File: src/rtl/note_lane_scroller.sv
// note_lane_scroller
//   One-lane falling-note engine. Spawns a note on request, moves it down by cur_speed pixels on
//   every unpaused frame tick, and judges strums as hit / miss / bad. Geometry outputs feed the
//   per-pixel bounds checker directly.
//
// Ports
//   i_clock            system clock (VGA domain)
//   i_reset_n          synchronous active-low reset
//   i_frame_tick       one-cycle pulse per frame
//   i_pause            freeze motion and ignore strums
//   i_spawn_valid      sequencer requests a new note
//   o_spawn_ready      high while the lane is idle
//   i_strum            one-cycle debounced strum for this lane
//   o_note_active      high while a note is on screen
//   o_note_x           lane left edge (constant)
//   o_note_y           note top edge; all-ones while idle so nothing is drawn
//   o_note_width_x/y   note size (constant)
//   o_hit_pulse        registered: strum landed inside the hit window
//   o_miss_pulse       registered: note fell past the miss line
//   o_bad_strum_pulse  registered: strum with no note in the window
//   o_cur_speed        current pixels per frame
//
// Configuration macro: SCROLL_SPEEDUP_EN
//   Defined:   every 8th hit raises cur_speed by 1, saturating at MAX_SPEED.
//   Undefined: cur_speed is the constant SPEED.

module note_lane_scroller #(
  parameter int unsigned LANE_X    = 100,
  parameter int unsigned NOTE_W    = 40,
  parameter int unsigned NOTE_H    = 16,
  parameter int unsigned SPAWN_Y   = 0,
  parameter int unsigned HIT_Y_LO  = 400,
  parameter int unsigned HIT_Y_HI  = 440,
  parameter int unsigned MISS_Y    = 470,
  parameter int unsigned SPEED     = 4,
  parameter int unsigned MAX_SPEED = 12
) (
  input  logic        i_clock,
  input  logic        i_reset_n,
  input  logic        i_frame_tick,
  input  logic        i_pause,
  input  logic        i_spawn_valid,
  output logic        o_spawn_ready,
  input  logic        i_strum,
  output logic        o_note_active,
  output logic [9:0]  o_note_x,
  output logic [31:0] o_note_y,
  output logic [6:0]  o_note_width_x,
  output logic [6:0]  o_note_width_y,
  output logic        o_hit_pulse,
  output logic        o_miss_pulse,
  output logic        o_bad_strum_pulse,
  output logic [3:0]  o_cur_speed
);

  typedef enum logic [0:0] {StIdle, StFall} state_e;

  localparam logic [31:0] IdleY = 32'hFFFF_FFFF;

  state_e      r_state;
  state_e      w_state_next;
  logic [31:0] r_note_y;
  logic [31:0] w_note_y_next;
  logic        r_hit;
  logic        r_miss;
  logic        r_bad;
  logic [3:0]  w_speed;
  logic [31:0] w_y_adv;
  logic        w_in_window;
  logic        w_strum_en;
  logic        w_fall_run;
  logic        w_spawn;
  logic        w_hit;
  logic        w_miss;
  logic        w_bad;
  logic        w_move;

`ifdef SCROLL_SPEEDUP_EN
  logic [2:0] r_hit_cnt;
  logic [3:0] r_speed;

  always_ff @(posedge i_clock) begin
    if (!i_reset_n) begin
      r_hit_cnt <= '0;
      r_speed   <= 4'(SPEED);
    end else if (w_hit) begin
      r_hit_cnt <= r_hit_cnt + 3'd1;
      // Counter wraps 7 -> 0 on the 8th hit, which is when the speed steps up.
      if (r_hit_cnt == 3'd7 && r_speed < 4'(MAX_SPEED)) begin
        r_speed <= r_speed + 4'd1;
      end
    end
  end

  assign w_speed = r_speed;
`else
  assign w_speed = (SPEED > MAX_SPEED) ? 4'(MAX_SPEED) : 4'(SPEED);
`endif

  // Event decode. Priority: hit, then miss, then bad strum, so at most one pulse fires.
  assign w_y_adv     = r_note_y + 32'(w_speed);
  assign w_in_window = (r_note_y >= HIT_Y_LO) && (r_note_y <= HIT_Y_HI);
  assign w_strum_en  = i_strum & ~i_pause;
  assign w_fall_run  = (r_state == StFall) & ~i_pause;
  assign w_spawn     = i_spawn_valid & (r_state == StIdle);
  assign w_hit       = w_fall_run & i_strum & w_in_window;
  assign w_miss      = w_fall_run & i_frame_tick & ~w_hit & (w_y_adv > MISS_Y);
  assign w_bad       = w_strum_en & ~w_hit & ~w_miss;
  assign w_move      = w_fall_run & i_frame_tick & ~w_hit & ~w_miss;

  // State register
  always_ff @(posedge i_clock) begin
    if (!i_reset_n) begin
      r_state <= StIdle;
    end else begin
      r_state <= w_state_next;
    end
  end

  // Next-state logic
  always_comb begin
    w_state_next = r_state;
    unique case (r_state)
      StIdle: if (w_spawn) w_state_next = StFall;
      StFall: if (w_hit || w_miss) w_state_next = StIdle;
      default: w_state_next = StIdle;
    endcase
  end

  // Output / datapath next values
  always_comb begin
    w_note_y_next = r_note_y;
    if (w_spawn) begin
      w_note_y_next = 32'(SPAWN_Y);
    end else if (w_hit || w_miss) begin
      w_note_y_next = IdleY;
    end else if (w_move) begin
      w_note_y_next = w_y_adv;
    end
  end

  always_ff @(posedge i_clock) begin
    if (!i_reset_n) begin
      r_note_y <= IdleY;
      r_hit    <= 1'b0;
      r_miss   <= 1'b0;
      r_bad    <= 1'b0;
    end else begin
      r_note_y <= w_note_y_next;
      r_hit    <= w_hit;
      r_miss   <= w_miss;
      r_bad    <= w_bad;
    end
  end

  assign o_spawn_ready     = (r_state == StIdle);
  assign o_note_active     = (r_state == StFall);
  assign o_note_x          = 10'(LANE_X);
  assign o_note_y          = r_note_y;
  assign o_note_width_x    = 7'(NOTE_W);
  assign o_note_width_y    = 7'(NOTE_H);
  assign o_hit_pulse       = r_hit;
  assign o_miss_pulse      = r_miss;
  assign o_bad_strum_pulse = r_bad;
  assign o_cur_speed       = w_speed;

endmodule

File: config.mk
export PLATFORM = sky130hd
export DESIGN_NAME = note_lane_scroller
export DESIGN_NICKNAME = d
export VERILOG_FILES = /design/src/rtl/note_lane_scroller.sv
export SDC_FILE = /design/constraint.sdc
export NUM_CORES = 1
export LEC_CHECK = 0
export CAP_MARGIN = 30
export CORE_MARGIN = 2
export CORE_UTILIZATION = 47
export CTS_CLUSTER_SIZE = 25
export DETAILED_ROUTE_END_ITERATION = 6
export GPL_TIMING_DRIVEN = 0
export PLACE_DENSITY = 0.81
export SYNTH_ARGS = -nofsm -noshare
export SYNTH_HDL_FRONTEND = slang
export SYNTH_SLANG_ARGS = --single-unit
File: constraint.sdc
create_clock -name i_clock -period 2.7 [get_ports i_clock]
set_input_delay 0.54 -clock i_clock [delete_from_list [all_inputs] [get_ports i_clock]]
set_output_delay 0.54 -clock i_clock [all_outputs]
set_load 0.02 [all_outputs]
==> run summary, run 1 <==
The finished layout cell area is 3190 sq um. The arrival time of data at the critical path endpoint came out at 2880 ps. Counting flops with a built-in enable in the synthesized netlist gives 0. The proportion of layout cells with a drive suffix above 1 came out at 0.282. CTS placed an instance of clkbuf_8 at the clock tree root.

Power spread over the standard cell area amounts to 531 nW/um^2. The total routed wire length on the met1 layer is 2520 microns. The run finished with clean final reports. Measured against its own limit, the worst slew margin works out to 0.542. The kind of critical path is flip-flop to flip-flop. The worst ir drop on vdd came out at 0.000376 V. The core region is 4630 sq um.

The final-layout fill cell count is 402. Of the total synthesized cell area, the portion taken by full adders, half adders and majority gates is 0.0113. The maximum cell stage delay along the critical path came out at 510 ps. The biggest area contributor in the post-synthesis netlist is dfxtp_1. After detailed routing, the total wire length is 5880 microns.

By area the synthesized netlist is led by dfxtp_1 (32%), buf_4 (10%), a21o_1 (7.8%). The final critical delay including setup and external delays came out at 2680 ps. After detailed routing, the number of remaining DRC violations is 0. TritonCTS built the clock tree. The wire length on met2 came out at 2810 microns. Between clock sinks in the finished design, the worst skew comes to 4.63 ps. The horizontal die dimension came out at 72.7 microns. The post-synthesis to final-layout area growth came out at 43.5%. After synthesis the netlist holds a flip-flop and latch count of 35. The number of cells traversed by the worst register-to-register path came out at 9. The die is 72.7 microns tall. The global route total overflow came out at 0. After detailed routing, no signal wire sits above met4. The maximum fanout count along the critical path is 7. Buffers inserted during clock tree synthesis total 5. The first global-routing pass estimated 8700 microns of wire. The critical path goes through and3_1 -> or4_1 -> a221o_1 -> a221oi_2 -> o211a_4 -> and3_4 -> o21ai_4 -> buf_6 -> a21o_1. The number of global-route vias before repair is 1,859. The detailed router finished its first iteration with 173 violations. In the finished design, the share of the clock period the worst path needs comes to 0.993. The worst setup path is launched from a flip-flop.

Of the total synthesized cell area, the portion taken by AND, OR, NAND and NOR gates is 0.251. The count of yosys warnings during synthesis came out at 0. Setup repair after global routing could not meet its margin everywhere. In the global route stage, overall resource usage came out at 0.212.

The utilization after layout came out at 0.688. The portion of netlist area occupied by mux cells came out at 0.0186. The number of buffers added on ports came out at 42. After synthesis the cells add up to 2220 sq um. The kind of cell with the highest combined delay along the critical path is compound AO/OA/AOI/OAI gates.

The initial cell density of the core came out at 0.479. The proportion of netlist area held by the largest area contributor is 0.316. The fmax is 0.373 GHz. Hold repair after CTS inserted 0 buffers. After legalization and detailed placement, the total HPWL measured 3920 microns. The endpoint with the worst hold slack is o_note_y[11].

The H-tree was split into 2 levels. The share of the synthesized netlist area taken by xor and xnor gates is 0.0316. For this design, the slowest cell found on the critical path is or4_1. In the final design database the tool counted 358 nets. The clock insertion delay at the later pin of the skew report is 300 ps. The post-synthesis cell type count came out at 55.

The worst hold path belongs to the class flip-flop to flip-flop. The detail-routed net length per standard cell came out at 14.5 microns. The die outline area is 5290 sq um.

The dominant combinational cell family by area after synthesis is simple AND/OR/NAND/NOR gates. The total number of vias came out at 2,243. The count of endpoints failing setup in the final report is 0. The max-cap check violation count came out at 0. The initial antenna violation count came to 0.

The average footprint of a synthesized cell came out at 8.47 sq um. The final max-slew violation count is 0. The pin count of the biggest net entering global routing came out at 12.

The worst register-to-register path begins at o_note_y[12]. The start point of the worst hold path is o_note_y[11]. The synthesized instance count came out at 262. The post-synthesis compound-gate area fraction is 0.227. The analysis attributes to cell leakage a power of 1.36 nW. Once placement finished, the instance area stood at 2810 sq um. The endpoint identified for the worst register-to-register timing path is o_note_y[16]. The final weighted congestion of routability-driven global placement came out at 0.896. The share of synthesized registers carrying an async set or reset is 0. Once detail routing completed, the nets flagged for antenna violations numbered 0. The required time of the critical path is 2890 ps. The total clock sinks is 35. The count of final hold-check violations came out at 0. The clock passes through at most 2 buffers. The share of the Yosys chip area taken by registers is 0.316. Detailed routing placed a total of 441 microns of wire on met3. The slack of the worst reg-to-reg path came out at 20 ps. The sum of buffers and inverters on the critical path came out at 1.

STA classifies the critical path endpoint as a flip-flop. Among all flip-flop cells after synthesis, the most frequent one is dfxtp_1. The actual slew at the worst max-slew pin came out at 682 ps. The detailed-route vias per instance is 5.54. The number of cells on the worst hold path is 1.

The diode insertion count for antenna repair is 0. During I/O placement, the number of pins put on the boundary was 71. The detailed-router iteration count before antenna repair came out at 4. The clock-pin slew on the worst setup and hold paths came out at 70 ps. Row generation in the floorplan step produced 25 rows.
## state kept, by name, indices dropped and copies added (netlist names)
name and flops:
o_note_active 1, o_note_y 31, o_miss_pulse 1, o_hit_pulse 1, o_bad_strum_pulse 1
## area by class of cell
cell class	count	area, sq um	area share
timing repair buffer	61	571	0.179
inverter	3	11.3	0.00353
buffer	39	292	0.0915
multi-input combinational	205	1400	0.440
clock buffer	6	82.6	0.0259
sequential	35	726	0.228
tap	54	67.6	0.0212
clock inverter	2	35.0	0.0110
## stage by stage
stage / power, mW / setup TNS (ps) / hold WS, ps / setup slack, ps / instances
global placement: 1.12 / -7820 / 537 / -328 / 384
CTS: 1.65 / 0 / 566 / 2.19 / 394
floorplan: 0.969 / 0 / 607 / 30.7 / 288
finish: 1.69 / 0 / 531 / 17.6 / 405
detailed placement: 1.13 / -7040 / 549 / -310 / 384
global route: 1.77 / -987 / 561 / -57.7 / 405
## Yosys cell counts (2+ instances only)
| library cell | n |
|---|---|
| dfxtp_1 | 35 |
| buf_4 | 30 |
| a21o_1 | 23 |
| nand3_1 | 12 |
| o21ai_0 | 12 |
| nor2_1 | 11 |
| a21oi_1 | 10 |
| nand2_1 | 10 |
| nand4_1 | 10 |
| clkbuf_1 | 9 |
| nor3_1 | 9 |
| and3_1 | 7 |
| nor4_1 | 7 |
| xnor2_1 | 6 |
| or3_1 | 5 |
| and4_1 | 4 |
| a41oi_1 | 3 |
| buf_2 | 3 |
| inv_1 | 3 |
| mux2i_1 | 3 |
| o31ai_1 | 3 |
| or2_2 | 3 |
| and2_1 | 2 |
| buf_6 | 2 |
| conb_1 | 2 |
| ha_1 | 2 |
| nand2b_1 | 2 |
| nand3_2 | 2 |
| nand4b_1 | 2 |
| nor2b_1 | 2 |
| nor3b_1 | 2 |
| or4_1 | 2 |
| xor2_1 | 2 |
## per-layer routing
metal / global-route usage / vias to the layer above
met3: 0.0539 / 12
met5: 0 / -
met4: 0.0802 / 0
li1: - / 1103
met2: 0.342 / 95
met1: 0.272 / 1033
## timing repair
action	in CTS	in global routing
setup buffers	4	13
endpoints found under the setup margin	34	32
resized for setup	14	28
cloned	0	2
pin swaps	3	5
## logic make-up after synthesis
group / after synthesis
other: 2
AND/OR/NAND/NOR: 96
XOR/XNOR: 8
buffers and inverters: 48
AO/OA/AOI/OAI: 67
adder cells (fa/ha/maj): 2
flip-flops: 35
multiplexers: 4
## cells in the final DEF, fill, tap and decap left out, types with 3 or more instances in the layout
cell type / synthesis / layout
buf_6: 2 / 6
nand2_1: 10 / 8
clkbuf_8: 0 / 6
and4_1: 4 / 3
mux2i_1: 3 / 3
inv_1: 3 / 3
buf_4: 30 / 46
nor3_1: 9 / 6
dfxtp_1: 35 / 25
nor3_2: 0 / 3
dfxtp_2: 0 / 5
dfxtp_4: 0 / 5
clkdlybuf4s50_1: 0 / 42
nand4_1: 10 / 10
o31ai_1: 3 / 3
or2_2: 3 / 3
o21ai_0: 12 / 12
nor2_1: 11 / 11
nor4_1: 7 / 5
xnor2_1: 6 / 6
nand3_1: 12 / 12
or3_1: 5 / 5
a21oi_1: 10 / 10
a41oi_1: 3 / 3
conb_1: 2 / 28
clkbuf_1: 9 / 3
a21o_1: 23 / 23
and3_1: 7 / 7
## where the power goes
part	leakage [nW]	switching (mW)	internal, mW
sequential	0.291	0.0851	0.564
combinational	1.01	0.280	0.264
clock	0.0612	0.198	0.299
## how the worst max path moves through the flow
stage                             from           end  slack (ps)  cells after the start
after floorplan            o_note_y[5]  o_note_y[22]          30                     10
after global placement     o_note_y[2]   o_note_y[7]        -330                     11
after detailed placement   o_note_y[2]   o_note_y[7]        -310                     11
after CTS                  o_note_y[3]  o_note_y[16]           2                      9
after global routing      o_note_y[12]  o_note_y[10]         -60                      9
final                     o_note_y[12]  o_note_y[16]          20                      9
Note: power is estimated with default switching activity, not from simulation.
==> inputs of run 2 (changes only) <==
CORE_ASPECT_RATIO = 0.6   (was not set)
CORE_MARGIN = not set   (was 2)
==> run summary, run 2 (synthesis gave the netlist of run 1 again) <==
The run finished, with violations left. The checks that failed: setup timing. The die outline area is 5010 sq um (-5.3%).

The initial cell density of the core was 0.513 (+0.0339). The overall routed net length was 6800 microns (+16%). The horizontal die dimension came out at 90.7 microns (+25%). The final critical delay including setup and external delays came out at 2700 ps (+21.5 ps).

The detailed-route vias per instance came out at 5.72 (+3.2%). The detail-routed net length per standard cell came to 16.5 microns (+14%). The total power density per cell area came out at 504 nW/um^2 (-5.1%). The multi-input combinational cell area came out at 1400 sq um (+0.18%). The final weighted congestion of routability-driven global placement was 0.931 (+3.9%). For hold timing, the worst endpoint is o_note_y[11]. The total area of sequential cells is 731 sq um (+0.69%).

The clock tree root buffer cell is clkbuf_8. The overall power of the completed layout is 1.60 mW (-5.3%). The final-layout fill cell count came out at 337 (-16%). The global route total overflow came out at 0 (unchanged). The number of H-tree levels is 2 (unchanged). The maximum fanout count along the critical path is 8 (+1). The number of buffers added on ports came out at 42 (unchanged).

The worst ir drop on vdd is 0.000326 V (-13%). The post-synthesis to final-layout area growth is 43.1%. The net count reported at finish came out at 359 (+0.28%). The kind of critical path is flip-flop to flip-flop. The placed wire-length estimate was 4510 microns (+15%).

The finished layout cell area came to 3180 sq um (-0.27%). The count of endpoints failing setup in the final report came out at 6 (+6). The endpoint of the worst-slack reg-to-reg timing path is o_note_y[9].

The I/O pin count is 71 (unchanged). The clock-pin slew on the worst setup and hold paths is 70 ps (about the same). The actual slew at the worst max-slew pin was 642 ps (-40.6 ps). Setup repair after global routing could not meet its margin everywhere. The number of CTS-inserted buffers is 5 (unchanged). The number of placement rows is 18 (-28%). The DRC violation total after the first TritonRoute iteration came to 241 (+39%). The cell area after placement came out at 2810 sq um (+0.27%). The clock insertion delay at the later pin of the skew report came out at 290 ps (about the same).

The headroom to the max-slew limit came out at 0.569 (+0.0273). The pin count of the biggest net entering global routing was 12 (unchanged). The core area is 4320 sq um (-6.6%). The total number of vias came out at 2,350 (+4.8%). The final max-slew violation count came to 0 (unchanged). The required time of the critical path came to 2890 ps (about the same).

The worst setup path is captured at a flip-flop. The proportion of layout cells with a drive suffix above 1 came to 0.293 (+0.0114). The diode insertion count for antenna repair came out at 0 (unchanged). The number of global-route vias before repair came out at 1,908 (+2.6%). The worst hold slack after final layout is 522 ps (-8.53 ps). The number of cells on the worst hold path was 1 (unchanged). The number of cells traversed by the worst register-to-register path came out at 10 (+1).

The total clock sinks came out at 35 (unchanged). The clock tree from TritonCTS is done. The number of remaining DRC errors came out at 0 (unchanged). The number of buffers on the longest clock path was 2 (unchanged).

The arrival time of data at the critical path endpoint is 2890 ps (about the same). The worst slack after detailed placement was -496 ps (-186 ps). The count of final hold-check violations came out at 0 (unchanged). The startpoint type of the worst setup path is a flip-flop. The post-route fraction of the period consumed by the critical path came out at 1.00 (+0.00797). The number of antenna-violating nets in the routed design came out at 0 (unchanged). The global-route wire length before repair is 10,100 microns (+17%). The leakage dissipation is 1.36 nW (+0.25%). The overall track demand over capacity in global routing is 0.255 (+0.0429). The number of flip-flops in the largest register is 31 (unchanged). The critical register-to-register path startpoint is o_note_y[7].

In this run the most critical hold path is launched from o_note_y[11]. The detailed-router iteration count before antenna repair came out at 5 (+1). The setup total negative slack is -15.7 ps (-15.7 ps). The initial antenna violation count came out at 0 (unchanged).

The slack of the worst reg-to-reg path came out at -4 ps (-20 ps). The cts-stage hold buffer count is 0 (unchanged). The largest clock skew in the final design is 9.24 ps (+4.61 ps). The library cells used most frequently in the layout, excluding fill and tap cells, are buf_4 (46), clkdlybuf4s50_1 (42), conb_1 (28). The most common cell after layout, fill and taps aside is buf_4. The max-cap check violation count is 0 (unchanged). The setup slack of the critical path after layout came to -3.94 ps (-21.5 ps). The path type of the worst min-delay path is flip-flop to flip-flop. The fmax came out at 0.370 GHz (-0.80%). The y dimension of the die was 55.2 microns (-24%).
==> run 2: cell types whose count changed in the layout (fill, tap and decap cells not counted), sizes merged <==
cell and delta:
bufinv -1, clkbuf +1
==> run 2: power breakdown <==
| part | switching (mW) | leakage [nW] | internal (mW) |
|---|---|---|---|
| combinational | 0.296 | 1.03 | 0.261 |
| sequential | 0.0873 | 0.290 | 0.566 |
| clock | 0.190 | 0.0470 | 0.200 |
==> run 2: cell type report <==
cell class	instances	share of cell area
Clock buffer	6	0.0260
Multi-Input combinational cell	205	0.442
Sequential cell	35	0.230
Tap cell	60	0.0236
Clock inverter	1	0.00158
Buffer	39	0.0922
Inverter	3	0.00354
Timing Repair Buffer	62	0.181
==> run 2: worst max-delay path by stage <==
stage                 from           end  slack [ps]  cells after the start
5_1_grt        o_note_y[7]   o_note_y[9]         -20                     10
3_3_place_gp   o_note_y[2]   o_note_y[7]        -430                     11
3_5_place_dp   o_note_y[2]   o_note_y[7]        -500                     11
2_1_floorplan  o_note_y[5]  o_note_y[22]          30                     10
4_1_cts        o_note_y[5]  o_note_y[27]           4                     10
6_report       o_note_y[7]   o_note_y[9]          -4                     10
==> run 2: layer usage <==
metal  vias to the layer above  GRT usage  share of wire
met1                      1086      0.393           0.45
met2                       156      0.350           0.43
li1                       1094          -              -
met3                        14     0.0661           0.11
met5                         -          0              0
met4                         0     0.0484          0.012
==> run 2: through the flow <==
step                 util  cells
floorplan               -    288
global placement    0.650    390
detailed placement  0.650    390
CTS                 0.703    401
global route        0.735    411
finish              0.735    411
==> run 2: critical path, stage by stage (launching register included) <==
cell and delay (ps):
dfxtp_2 340, buf_6 130, nand2_4 60, or4_1 510
a221o_1 310, a221oi_2 350, o211a_4 250, and3_4 220
o21ai_4 110, buf_6 160, a21o_1 150
==> run 2: repair_timing <==
| action | in CTS | in global routing |
|---|---|---|
| buffers inserted | 8 | 10 |
| gates resized for setup | 26 | 22 |
| endpoints found under the setup margin | 34 | 34 |
| pin swaps | 4 | 7 |
| gates cloned | 1 | 1 |
==> inputs of run 3 (changes only) <==
CELL_PAD_IN_SITES_DETAIL_PLACEMENT = 1   (was not set)
CELL_PAD_IN_SITES_GLOBAL_PLACEMENT = 1   (was not set)
CORE_UTILIZATION = 34   (was 47)
PLACE_DENSITY = not set   (was 0.81)
PLACE_DENSITY_LB_ADDON = 0.1   (was not set)
REMOVE_ABC_BUFFERS = 1   (was not set)
==> run summary, run 3 (synthesis gave the netlist of run 1 again) <==
The clock insertion delay at the later pin of the skew report is 310 ps (+20 ps). The net count reported at finish is 330 (-8.1%). The worst setup path is captured at a flip-flop. The count of endpoints failing setup in the final report came to 0 (-6).

The post-route fraction of the period consumed by the critical path is 0.976 (-0.0259). The detailed-router iteration count before antenna repair came out at 4 (-1). The final critical delay including setup and external delays was 2630 ps (-69.9 ps). The multi-input combinational cell area came out at 1470 sq um (+4.7%). The detail-routed net length per standard cell is 18.1 microns (+9.5%). The total clock sinks came to 35 (unchanged). The initial cell density of the core came out at 0.358 (-0.155). The detailed-route vias per instance came out at 5.48 (-4.2%).

The global route total overflow was 0 (unchanged). The number of buffers on the longest clock path came out at 2 (unchanged). The internal power component came out at 0.988 mW (-3.8%). The share of power burned in registers came to 0.415 (+0.007).

The global-route wire length before repair is 11,400 microns (+13%). The overall track demand over capacity in global routing is 0.221 (-0.0339). The run finished with clean final reports. The final max-slew violation count is 0 (unchanged).

The arrival time of data at the critical path endpoint is 2830 ps (-60 ps). The post-synthesis to final-layout area growth came out at 38.6%. The actual slew at the worst max-slew pin is 830 ps (+188 ps). The diode insertion count for antenna repair came out at 0 (unchanged). The final weighted congestion of routability-driven global placement is 0.808 (-13%).

The I/O pin count is 71 (unchanged). The count of final hold-check violations is 0 (unchanged). The utilization after layout came out at 0.497 (-0.238). The combinational power share is 0.341 (-0.007). The maximum fanout count along the critical path came out at 6 (-2). The placed wire-length estimate is 4600 microns (+2.0%). STA classifies the critical path startpoint as a flip-flop.

The fraction of power consumed by the clock network is 0.244 (about the same). The total area of sequential cells came to 736 sq um (+0.68%). The cell area after placement is 2560 sq um (-9.1%). The number of flip-flops in the largest register came to 31 (unchanged). The critical path is of the flip-flop to flip-flop type. The max-cap check violation count is 0 (unchanged). The worst ir drop on vdd is 0.000238 V (-27%). The power dissipated by switching net loads came out at 0.594 mW (+3.7%). The top cell types in the final layout, fill and taps aside, are clkdlybuf4s50_1 (42), conb_1 (28), buf_4 (24). The finished layout cell area is 3080 sq um (-3.2%). Setup repair after global routing could not meet its margin everywhere.

The global routing usage on met2 was 0.321 (-0.0290). The library cell used most frequently in the layout, excluding fill and tap cells, is clkdlybuf4s50_1. The total number of vias came out at 2,229 (-5.1%).

The leakage dissipation was 1.27 nW (-7.2%). The die outline area came out at 6870 sq um (+37%). The clock-pin slew on the worst setup and hold paths is 80 ps (about the same). The fraction of met3 tracks used by global routing came out at 0.0392 (-0.0269). The number of global-route vias before repair is 2,066 (+8.3%). TritonCTS built the clock tree.

The overall routed net length came out at 7370 microns (+8.4%). The fmax is 0.380 GHz (+2.7%). The number of antenna-violating nets in the routed design is 0 (unchanged). The DRC violation total after the first TritonRoute iteration came out at 102 (-58%).

The number of buffers added on ports is 42 (unchanged). The number of remaining DRC errors came out at 0 (unchanged). The layer with the highest usage is met1.

The number of CTS-inserted buffers was 5 (unchanged). The pin count of the biggest net entering global routing came out at 14 (+2). The total power density per cell area came out at 514 nW/um^2 (+2.1%).

The initial antenna violation count came to 0 (unchanged). The met1 global-route usage is 0.329 (-0.0639). The required time of the critical path is 2900 ps (about the same).

The net switching fraction of the power is 0.375 (+0.0173). The proportion of layout cells with a drive suffix above 1 is 0.254 (-0.0396). In this run the clock root is driven by a clkbuf_8.

The largest clock skew in the final design is 8.44 ps (-0.804 ps). The y dimension of the die came to 64.6 microns (+17%). The horizontal die dimension is 106 microns (+17%). The overall power of the completed layout came out at 1.58 mW (-1.1%). The core area is 6190 sq um (+43%). The number of placement rows came out at 22 (+4). The headroom to the max-slew limit was 0.445 (-0.124). The setup total negative slack is 0 ps (+15.7 ps). The number of H-tree levels is 2 (unchanged). The final-layout fill cell count came out at 729 (+120%).

The worst hold slack after final layout came out at 543 ps (+21.0 ps). The path type of the worst min-delay path is flip-flop to flip-flop.
[run 3: cell count changes in the layout (fill, tap and decap cells not counted), moves of 2 or more]
cell	change
buf_6	-4
buf_4	-22
clkbuf_1	-2
dfxtp_4	+2
clkbuf_2	-3
clkinv_2	+2
nand2_4	-2
dfxtp_2	-2
[run 3: power by group through the flow]
stage | combinational (mW) | sequential, mW | clock, mW
final | 0.540 | 0.656 | 0.386
after detailed placement | 0.430 | 0.668 | 0
after CTS | 0.505 | 0.649 | 0.389
after global placement | 0.424 | 0.668 | 0
after global routing | 0.583 | 0.666 | 0.421
after floorplan | 0.221 | 0.699 | 0
[run 3: layer usage]
metal  vias to the layer above  share of wire
met4                         0          0.014
met5                         -              0
met3                         9          0.049
li1                       1046              -
met1                      1115           0.52
met2                        59           0.42
[run 3: worst paths after layout]
path,from,end,slack [ps],cells after the start
hold reg to reg,o_note_y[9],o_note_y[9],540,1
setup / recovery,o_note_y[4],o_note_y[11],70,9
setup reg to reg,o_note_y[4],o_note_y[11],70,9
hold / removal,o_note_y[9],o_note_y[9],540,1
[run 3: area by class of cell]
cell class,count,share of cell area
multi-input combinational,207,0.478
timing repair buffer,70,0.218
clock inverter,3,0.00488
sequential,35,0.239
clock buffer,5,0.0224
inverter,3,0.00366
tap,84,0.0342
[run 3: worst max-delay path, cell delays in order, from the launching register on]
cell and delay, ps:
dfxtp_4 370, nand3_4 100, or4_1 510, a221o_1 340, a221oi_4 310, o211a_4 210
and3_4 240, o21ai_4 100, buf_12 190, a21o_1 150
[run 3: timing repair]
item                                    4_1_cts  5_1_grt
gates resized for setup                      34       15
cloned                                        2        1
hold buffers                                  0        0
buffers inserted                             18        8
pin swaps                                     7        8
endpoints found under the setup margin       34       32
[run 3: per-stage QoR]
step | worst slack, ps | instances
final | 65.9 | 407
after global routing | -9.28 | 407
after CTS | 2.87 | 398
after detailed placement | -446 | 370
after global placement | -1250 | 369
after floorplan | -27.4 | 243
